<file path="config.mk">
export PLATFORM = sky130hd
export DESIGN_NAME = pc_fetch_sequencer
export DESIGN_NICKNAME = d
export VERILOG_FILES = /design/src/rtl/pc_fetch_sequencer.sv
export SDC_FILE = /design/constraint.sdc
export NUM_CORES = 1
export LEC_CHECK = 0
export CORE_MARGIN = 4
export CORE_UTILIZATION = 44
export CTS_CLUSTER_SIZE = 28
export DETAILED_ROUTE_END_ITERATION = 7
export GPL_TIMING_DRIVEN = 0
export PLACE_DENSITY_LB_ADDON = 0.12
export SLEW_MARGIN = 0
export SYNTH_ARGS = -nofsm -noshare
export SYNTH_HDL_FRONTEND = slang
export SYNTH_SLANG_ARGS = --single-unit
</file>
<file path="constraint.sdc">
create_clock -name clk -period 5.4 [get_ports clk]
set_clock_uncertainty 0.15 [all_clocks]
set_input_delay 1.08 -clock clk [delete_from_list [all_inputs] [get_ports clk]]
set_output_delay 1.08 -clock clk [all_outputs]
set_load 0.01 [all_outputs]
</file>
<file path="src/rtl/pc_fetch_sequencer.sv">
// Hack PC sequencer: fetch over req/ack, hold for execute, commit load or increment.
// Define PC_SEQ_BREAKPOINT_EN to add the single-address fetch breakpoint.
module pc_fetch_sequencer #(
  parameter int WIDTH   = 16,
  parameter int TIMEOUT = 15
) (
  input  logic             clk,
  input  logic             reset,
  input  logic             run,
  input  logic             halt_req,
  input  logic [WIDTH-1:0] pc_value,
  output logic             pc_reset,
  output logic             pc_load,
  output logic             pc_increment,
  output logic [WIDTH-1:0] pc_target,
  output logic             rom_req,
  output logic [WIDTH-1:0] rom_addr,
  input  logic             rom_ack,
  input  logic [WIDTH-1:0] rom_data,
  output logic [WIDTH-1:0] instr,
  output logic             instr_valid,
  input  logic             exec_done,
  input  logic             jump_taken,
  input  logic [WIDTH-1:0] jump_addr,
  output logic             fault,
  output logic [WIDTH-1:0] retired
`ifdef PC_SEQ_BREAKPOINT_EN
  ,
  input  logic [WIDTH-1:0] bp_addr,
  input  logic             bp_enable,
  output logic             bp_hit
`endif
);

  // state   | meaning
  // IDLE    | stopped, waiting for run
  // FETCH   | rom_req held at pc_value until rom_ack or timeout
  // EXECUTE | instr held valid until exec_done
  // UPDATE  | one-cycle commit: pc_load on jump, else pc_increment
  // FAULT   | fetch timed out; left only through reset
  typedef enum logic [2:0] {
    S_IDLE,
    S_FETCH,
    S_EXECUTE,
    S_UPDATE,
    S_FAULT
  } state_t;

  localparam logic [7:0] TIMEOUT_TC = 8'(TIMEOUT);

  state_t     state;
  state_t     state_next;
  logic [7:0] tcount;
  logic       jump_q;
  logic       bp_stop;

  assign pc_reset = reset;
  assign rom_addr = pc_value;

`ifdef PC_SEQ_BREAKPOINT_EN
  logic bp_skip;

  // Only the first FETCH cycle can match; bp_skip lets the resumed fetch through once.
  assign bp_stop = (state == S_FETCH) && (tcount == 8'd0) && bp_enable &&
                   (pc_value == bp_addr) && !bp_skip;

  always_ff @(posedge clk) begin
    if (reset) begin
      bp_hit  <= 1'b0;
      bp_skip <= 1'b0;
    end else begin
      if (state == S_IDLE && run) bp_hit <= 1'b0;
      if (bp_stop) begin
        bp_hit  <= 1'b1;
        bp_skip <= 1'b1;
      end else if (state == S_FETCH && tcount == 8'd0) begin
        bp_skip <= 1'b0;
      end
    end
  end
`else
  assign bp_stop = 1'b0;
`endif

  always_ff @(posedge clk) begin
    if (reset) state <= S_IDLE;
    else       state <= state_next;
  end

  always_comb begin
    state_next   = state;
    rom_req      = 1'b0;
    instr_valid  = 1'b0;
    pc_load      = 1'b0;
    pc_increment = 1'b0;
    fault        = 1'b0;
    unique case (state)
      S_IDLE: begin
        if (run) state_next = S_FETCH;
      end
      S_FETCH: begin
        if (bp_stop) begin
          state_next = S_IDLE;
        end else begin
          rom_req = 1'b1;
          if (rom_ack)                            state_next = S_EXECUTE;
          else if (tcount + 8'd1 == TIMEOUT_TC)   state_next = S_FAULT;
        end
      end
      S_EXECUTE: begin
        instr_valid = 1'b1;
        if (exec_done) state_next = S_UPDATE;
      end
      S_UPDATE: begin
        pc_load      = jump_q;
        pc_increment = !jump_q;
        state_next   = (halt_req || !run) ? S_IDLE : S_FETCH;
      end
      S_FAULT: begin
        fault = 1'b1;
      end
      default: state_next = S_IDLE;
    endcase
    // Reset aborts whatever is in flight, so no strobe may escape in that cycle.
    if (reset) begin
      state_next   = S_IDLE;
      rom_req      = 1'b0;
      instr_valid  = 1'b0;
      pc_load      = 1'b0;
      pc_increment = 1'b0;
      fault        = 1'b0;
    end
  end

  always_ff @(posedge clk) begin
    if (reset) begin
      instr     <= '0;
      pc_target <= '0;
      jump_q    <= 1'b0;
      retired   <= '0;
      tcount    <= 8'd0;
    end else begin
      case (state)
        S_FETCH: begin
          if (!bp_stop) begin
            if (rom_ack) begin
              instr  <= rom_data;
              tcount <= 8'd0;
            end else begin
              tcount <= tcount + 8'd1;
            end
          end
        end
        S_EXECUTE: begin
          if (exec_done) begin
            jump_q    <= jump_taken;
            pc_target <= jump_addr;
          end
        end
        S_UPDATE: retired <= retired + WIDTH'(1);
        default: ;
      endcase
    end
  end

endmodule

</file>
==> run summary <==
Outcome: finished, final reports clean
Comb power frac: 15.7%
Root Driver: clkbuf_8
Crit. End Element: output pin
Top cell type by total area after synthesis: dfxtp_1
Pins Over Slew Limit: 0
Final critical-path share of the clock period: 78.4%
Clk Latency, worst-skew pair: 0.33 ns
Cell Pwr Density: 252 nW/um2
Crit start category: primary input
Internal cell power: 765 uW
Share of cells above drive strength 1: 8.71%
Total routed wirelength: 6.94 mm
Critical Path RT: 4.17 ns
Largest cells by area after synthesis: dfxtp_1, nand2_1, a21oi_1
Ports: 125
Setup-failing EPs final: 0
Die area: 7410 um2
I/O Buffers: 108
Cts bufs inserted: 9
R2R setup slack: 3.36 ns
Switching power total: 254 uW
WHS Endpoint: pc_target[15]$_SDFFE_PP0P_
Post-DP Area: 3860 um2
CTS H-tree lvls: 3
Clock transition at path regs: 0.06 ns
Yosys cell types: 37
Max cap viols: 0
Sw frac: 24.9%
Core Area: 5920 um2
Vias in the first global route: 2,427
RSZ-0062 raised after global routing: no
Pre-antenna DRT Iters: 4
Initial antenna violation count: 0
Die Y-Extent: 86.1 um
Site Rows: 28
CTS tree: done
Post-CTS sizing: 0
Sequential share of power: 46.0%
Synthesized flop and latch total: 60
DR vias: 2,652
R2R Path Start: state[0]$_SDFFE_PP0P_
DRT antenna net count: 0
GR Overflow Total: 0
Largest net degree at the start of global routing: 11
Pre-CTS setup slack: 1.15 ns
Via density: 4.97
Initial Util: 45.3%
Sink Count: 60
Synth-to-layout area growth: 50.9%
Final Hold Fails: 0
Beginning of the worst hold path: pc_target[15]$_SDFFE_PP0P_
Placed cell count: 519
Worst hold-check path type: flop to flop
Syn_nets: 394
Critical path type: primary input to output pin
# hold bufs at CTS: 0
Clock power frac: 38.3%
Crit path time final: 4.23 ns
Fmax: 236 MHz
Sum Neg Setup Slack: 0 ns
Gpl congestion: 0.812
Design Area, Final: 4050 um2
Worst slew margin: 65.2%
Synthesized instance count: 336
# Post-CTS Setup Buffers: 0
FF-to-FF End: instr[8]$_SDFFE_PP0P_
Clock buffer depth: 2
Final nets: 513
Crit path launch: reset
Worst Hold Path Cells: 2
Syn avg cell area: 7.98 um2
Post-synth top area share: 44.8%
VDD IR max: 181 uV
Drt drc: 0
PnR worst setup slack: 1.17 ns
Syn. warnings: 0
Diodes inserted: 0
Iteration-0 DRC count of the detailed router: 118
CP arrival: 3.00 ns
Area of the mapped netlist: 2680 um2
Worst Max-Slew Pin Slew: 0.519 ns
Fin cells: 534
Wire length per cell: 13.0 um
R2R depth: 7
First-pass GRT wire length: 11.0 mm
DP HPWL: 5.24 mm
GRT Total Usage: 18.7%
Sequential share of the synthesized area: 44.8%
Die Wd: 86.1 um
Worst Path Max Fanout: 10
Leakage: 1.47 nW
layout by cell type, fill, tap and decap left out, drive strengths merged:
cell type	instances
nor3b	5
dfxtp	60
xnor2	8
ha	3
nor2b	1
nor4	3
nand2b	3
a2111oi	1
clkdlybuf4s50	108
a311o	1
a21oi	46
o21bai	1
o211a	1
nand4	8
a21o	1
nor2	25
a31oi	3
and2	1
xor2	8
nor3	4
nand3	7
o31ai	1
buf	22
bufinv	1
and4	2
clkinv	3
or3	4
o211ai	2
a22oi	1
a211oi	1
o21ai	9
nand2	77
inv	4
nand3b	3
and3b	1
clkinvlp	1
clkbuf	24
and3	5
power by group through the flow:
stage	Combinational [mW]	Sequential, mW	Clock [mW]
2_1_floorplan	0.0702	0.482	0
3_3_place_gp	0.159	0.478	0
3_5_place_dp	0.161	0.478	0
4_1_cts	0.161	0.468	0.398
5_1_grt	0.174	0.471	0.422
6_report	0.160	0.469	0.390
critical path, stage by stage:
cell	delay (ns)
clkdlybuf4s50_1	0.54
clkbuf_1	0.34
clkbuf_1	0.42
nor2_1	0.12
clkdlybuf4s50_1	0.50
Yosys cell counts, drive strengths merged:
| master | n |
|---|---|
| a2111oi | 1 |
| a211oi | 1 |
| a21o | 1 |
| a21oi | 46 |
| a22oi | 1 |
| a311o | 1 |
| a31oi | 3 |
| and2 | 1 |
| and3 | 5 |
| and3b | 1 |
| and4 | 2 |
| buf | 22 |
| clkbuf | 14 |
| dfxtp | 60 |
| ha | 3 |
| inv | 4 |
| nand2 | 77 |
| nand2b | 3 |
| nand3 | 7 |
| nand3b | 3 |
| nand4 | 8 |
| nor2 | 25 |
| nor2b | 1 |
| nor3 | 4 |
| nor3b | 5 |
| nor4 | 3 |
| o211a | 1 |
| o211ai | 2 |
| o21ai | 9 |
| o21bai | 1 |
| o31ai | 1 |
| or3 | 4 |
| xnor2 | 8 |
| xor2 | 8 |
layer usage:
layer | vias to the layer above | GRT usage [%] | routed length [um]
met3 | 13 | 8.84 | 707
met4 | 0 | 7.19 | 142
li1 | 1349 | - | -
met5 | - | 0 | 0
met1 | 1199 | 22.4 | 2930
met2 | 91 | 28.9 | 3160
worst max-delay path by stage:
| stage | end | slack, ns |
|---|---|---|
| floorplan | rom_req | 2.44 |
| global placement | rom_req | 1.13 |
| detailed placement | rom_req | 1.15 |
| CTS | rom_req | 1.15 |
| global route | rom_req | 1.03 |
| finish | rom_req | 1.17 |
stage by stage:
stage               hold slack [ns]  total power, mW  utilization [%]
floorplan                     0.295            0.553                -
global placement              0.291            0.636             65.2
detailed placement            0.296            0.639             65.2
CTS                           0.304             1.03             68.4
global route                  0.325             1.07             68.4
finish                        0.303             1.02             68.4
state kept, by name (all words and copies together), names as in the netlist:
name       flops
instr         16
tcount         8
pc_target     16
retired       16
state          3
jump_q         1
final cells by class:
class	count	area [um2]
fillers	520	1870
multi-input cells	236	1260
flip-flops and latches	60	1200
repair buffers	108	1080
plain buffers	36	208
clock buffers	10	138
well taps	75	93.8
clock inverters	5	52.6
inverters	4	15.0
kinds of logic (layout without fill, tap and decap cells):
kind of cell	after synthesis	count (layout)	share of synthesized area [%]
adder cells (fa/ha/maj)	3	3	1.40
buffers and inverters	40	163	8.30
XOR/XNOR	16	16	5.22
AND/OR/NAND/NOR	149	149	26.3
flip-flops	60	60	44.8
AO/OA/AOI/OAI	68	68	14.0
Note: power is estimated with default switching activity, not from simulation.
==> RTL change: new RTL, same settings <==
Re-encode `state_t` (5 states) as one-hot, 5 bits wide.
--- a/src/rtl/pc_fetch_sequencer.sv
+++ b/src/rtl/pc_fetch_sequencer.sv
@@ -40,8 +40,8 @@
   // FAULT   | fetch timed out; left only through reset
-  typedef enum logic [2:0] {
-    S_IDLE,
-    S_FETCH,
-    S_EXECUTE,
-    S_UPDATE,
-    S_FAULT
+  typedef enum logic [4:0] {
+    S_IDLE    = 5'b00001,
+    S_FETCH   = 5'b00010,
+    S_EXECUTE = 5'b00100,
+    S_UPDATE  = 5'b01000,
+    S_FAULT   = 5'b10000
   } state_t;
Formal check against the unedited RTL: no difference found for any inputs over 10 cycles, from zero or initial values and one cycle with reset high; not proved beyond that.
==> RTL change against the unedited design <==
Power rose by 6.4%; maximum frequency fell by 3.1%; area after synthesis rose by 5.0%; non-clock buffer count fell by 3; clock power rose by 24%; cell count rose by 0.56%; largest cell class is now multi-input combinational cells; routed wire length rose by 3.5%; die area rose by 4.5%; register-to-register slack improved by 170 ps; final area rose by 4.2%; worst setup slack got worse by 140 ps; sequential power rose by 1%; sequential cell count rose by 2.
==> RTL change: results (changes against the unedited design) <==
Cell Int Power=838 uW (+9.6%); placed cell count=521 (+0.39%); post-CTS sizing=0 (unchanged); number of setup buffers added after CTS=0 (unchanged); first-pass GRT wire length=11.4 mm (+3.7%); most common flop cell mapped by yosys=dfxtp_1; starting DRC count in detailed routing=179 (+52%); max incr delay on CP=590 ps (+50 ps); Worst EP arrival=3140 ps (+140 ps); synth top area cells=dfxtp_1 44%, mux2i_1 6.4%, nor2_1 6.4%; dpl hpwl=5.42 mm (+3.5%); R2R depth=6 (-1); Root Driver=clkbuf_8; post-synth cell types=37 (unchanged); Global Route Usage Sum=19.0% (+0.29 points); routability cong.=0.827 (+1.9%); port buffer count=107 (-0.93%); final WL=7.19 mm (+3.5%); worst vdd ir=0.228 mV (+26%); vias in the first global route=2533 (+4.4%); reg-to-reg slack, setup=3530 ps (+170 ps); drt wl/cell=13.4 um (+3.0%); top cells by count, synth=62 x dfxtp_1, 48 x nor2_1, 42 x nand2_1, 34 x a21oi_1, 19 x buf_4; largest net degree at the start of global routing=12 (+1); Worst Tran Pin Value=515 ps (-4.29 ps); drt via density=5.06 (+1.8%); Cell Area, Placed=3980 um2 (+3.2%); LEAKAGE=1.64 nW (+12%); syn_nets=397 (+0.76%); share of layout cells above drive strength 1=9.96% (+1.2 points); register area share after synthesis=44.1% (-0.71 points); Synth Instances=339 (+0.89%); Min Hold Slack=303 ps (+0.712 ps); status=finished, final reports clean
## RTL change: cells by family (layout without fill, tap and decap cells)
group / count (synthesis) / in the layout / synth area share, %
compound gates: 55 / 55 / 10.3
xor+xnor: 12 / 12 / 3.73
fa+ha+maj: 3 / 3 / 1.33
buf+inv: 40 / 163 / 8.13
flops: 62 / 62 / 44.1
mux: 18 / 18 / 6.40
simple gates: 149 / 149 / 26.1
## RTL change: metrics by stage
stage               utilization [%]  total power, mW
global route                   69.6             1.13
floorplan                         -            0.545
finish                         69.6             1.08
detailed placement             65.7            0.609
global placement               65.7            0.607
CTS                            69.6             1.09
## RTL change: worst paths after layout
path | from | end
max | reset | fault
min | instr[1] | instr[1]
max reg2reg | state[0] | instr[12]
min reg2reg | instr[1] | instr[1]
## RTL change: area by class of cell
cell class / instances / area, um2
multi-input combinational: 237 / 1350
sequential: 62 / 1240
tap: 75 / 93.8
clock buffer: 10 / 128
fill: 532 / 1840
clock inverter: 6 / 110
inverter: 6 / 22.5
buffer: 34 / 206
timing repair buffer: 107 / 1070
## RTL change: per-layer routing
metal / vias up / GRT usage, % / wire [um]
met2: 116 / 29.4 / 3230
li1: 1377 / - / -
met5: - / 0 / 0
met1: 1210 / 23.1 / 3030
met4: 0 / 9.07 / 130
met3: 12 / 7.34 / 804
## RTL change: power groups by stage
| stage | Combinational (mW) | Clock, mW | Sequential [mW] |
|---|---|---|---|
| floorplan | 0.0587 | 0 | 0.486 |
| global placement | 0.122 | 0 | 0.486 |
| detailed placement | 0.123 | 0 | 0.486 |
| CTS | 0.124 | 0.494 | 0.476 |
| global route | 0.137 | 0.515 | 0.477 |
| finish | 0.123 | 0.485 | 0.476 |
## RTL change: worst max-delay path, delay by kind of cell
family	cells	cell delay (ps)
buffers and inverters	4	1940
and+or+nand+nor	1	120
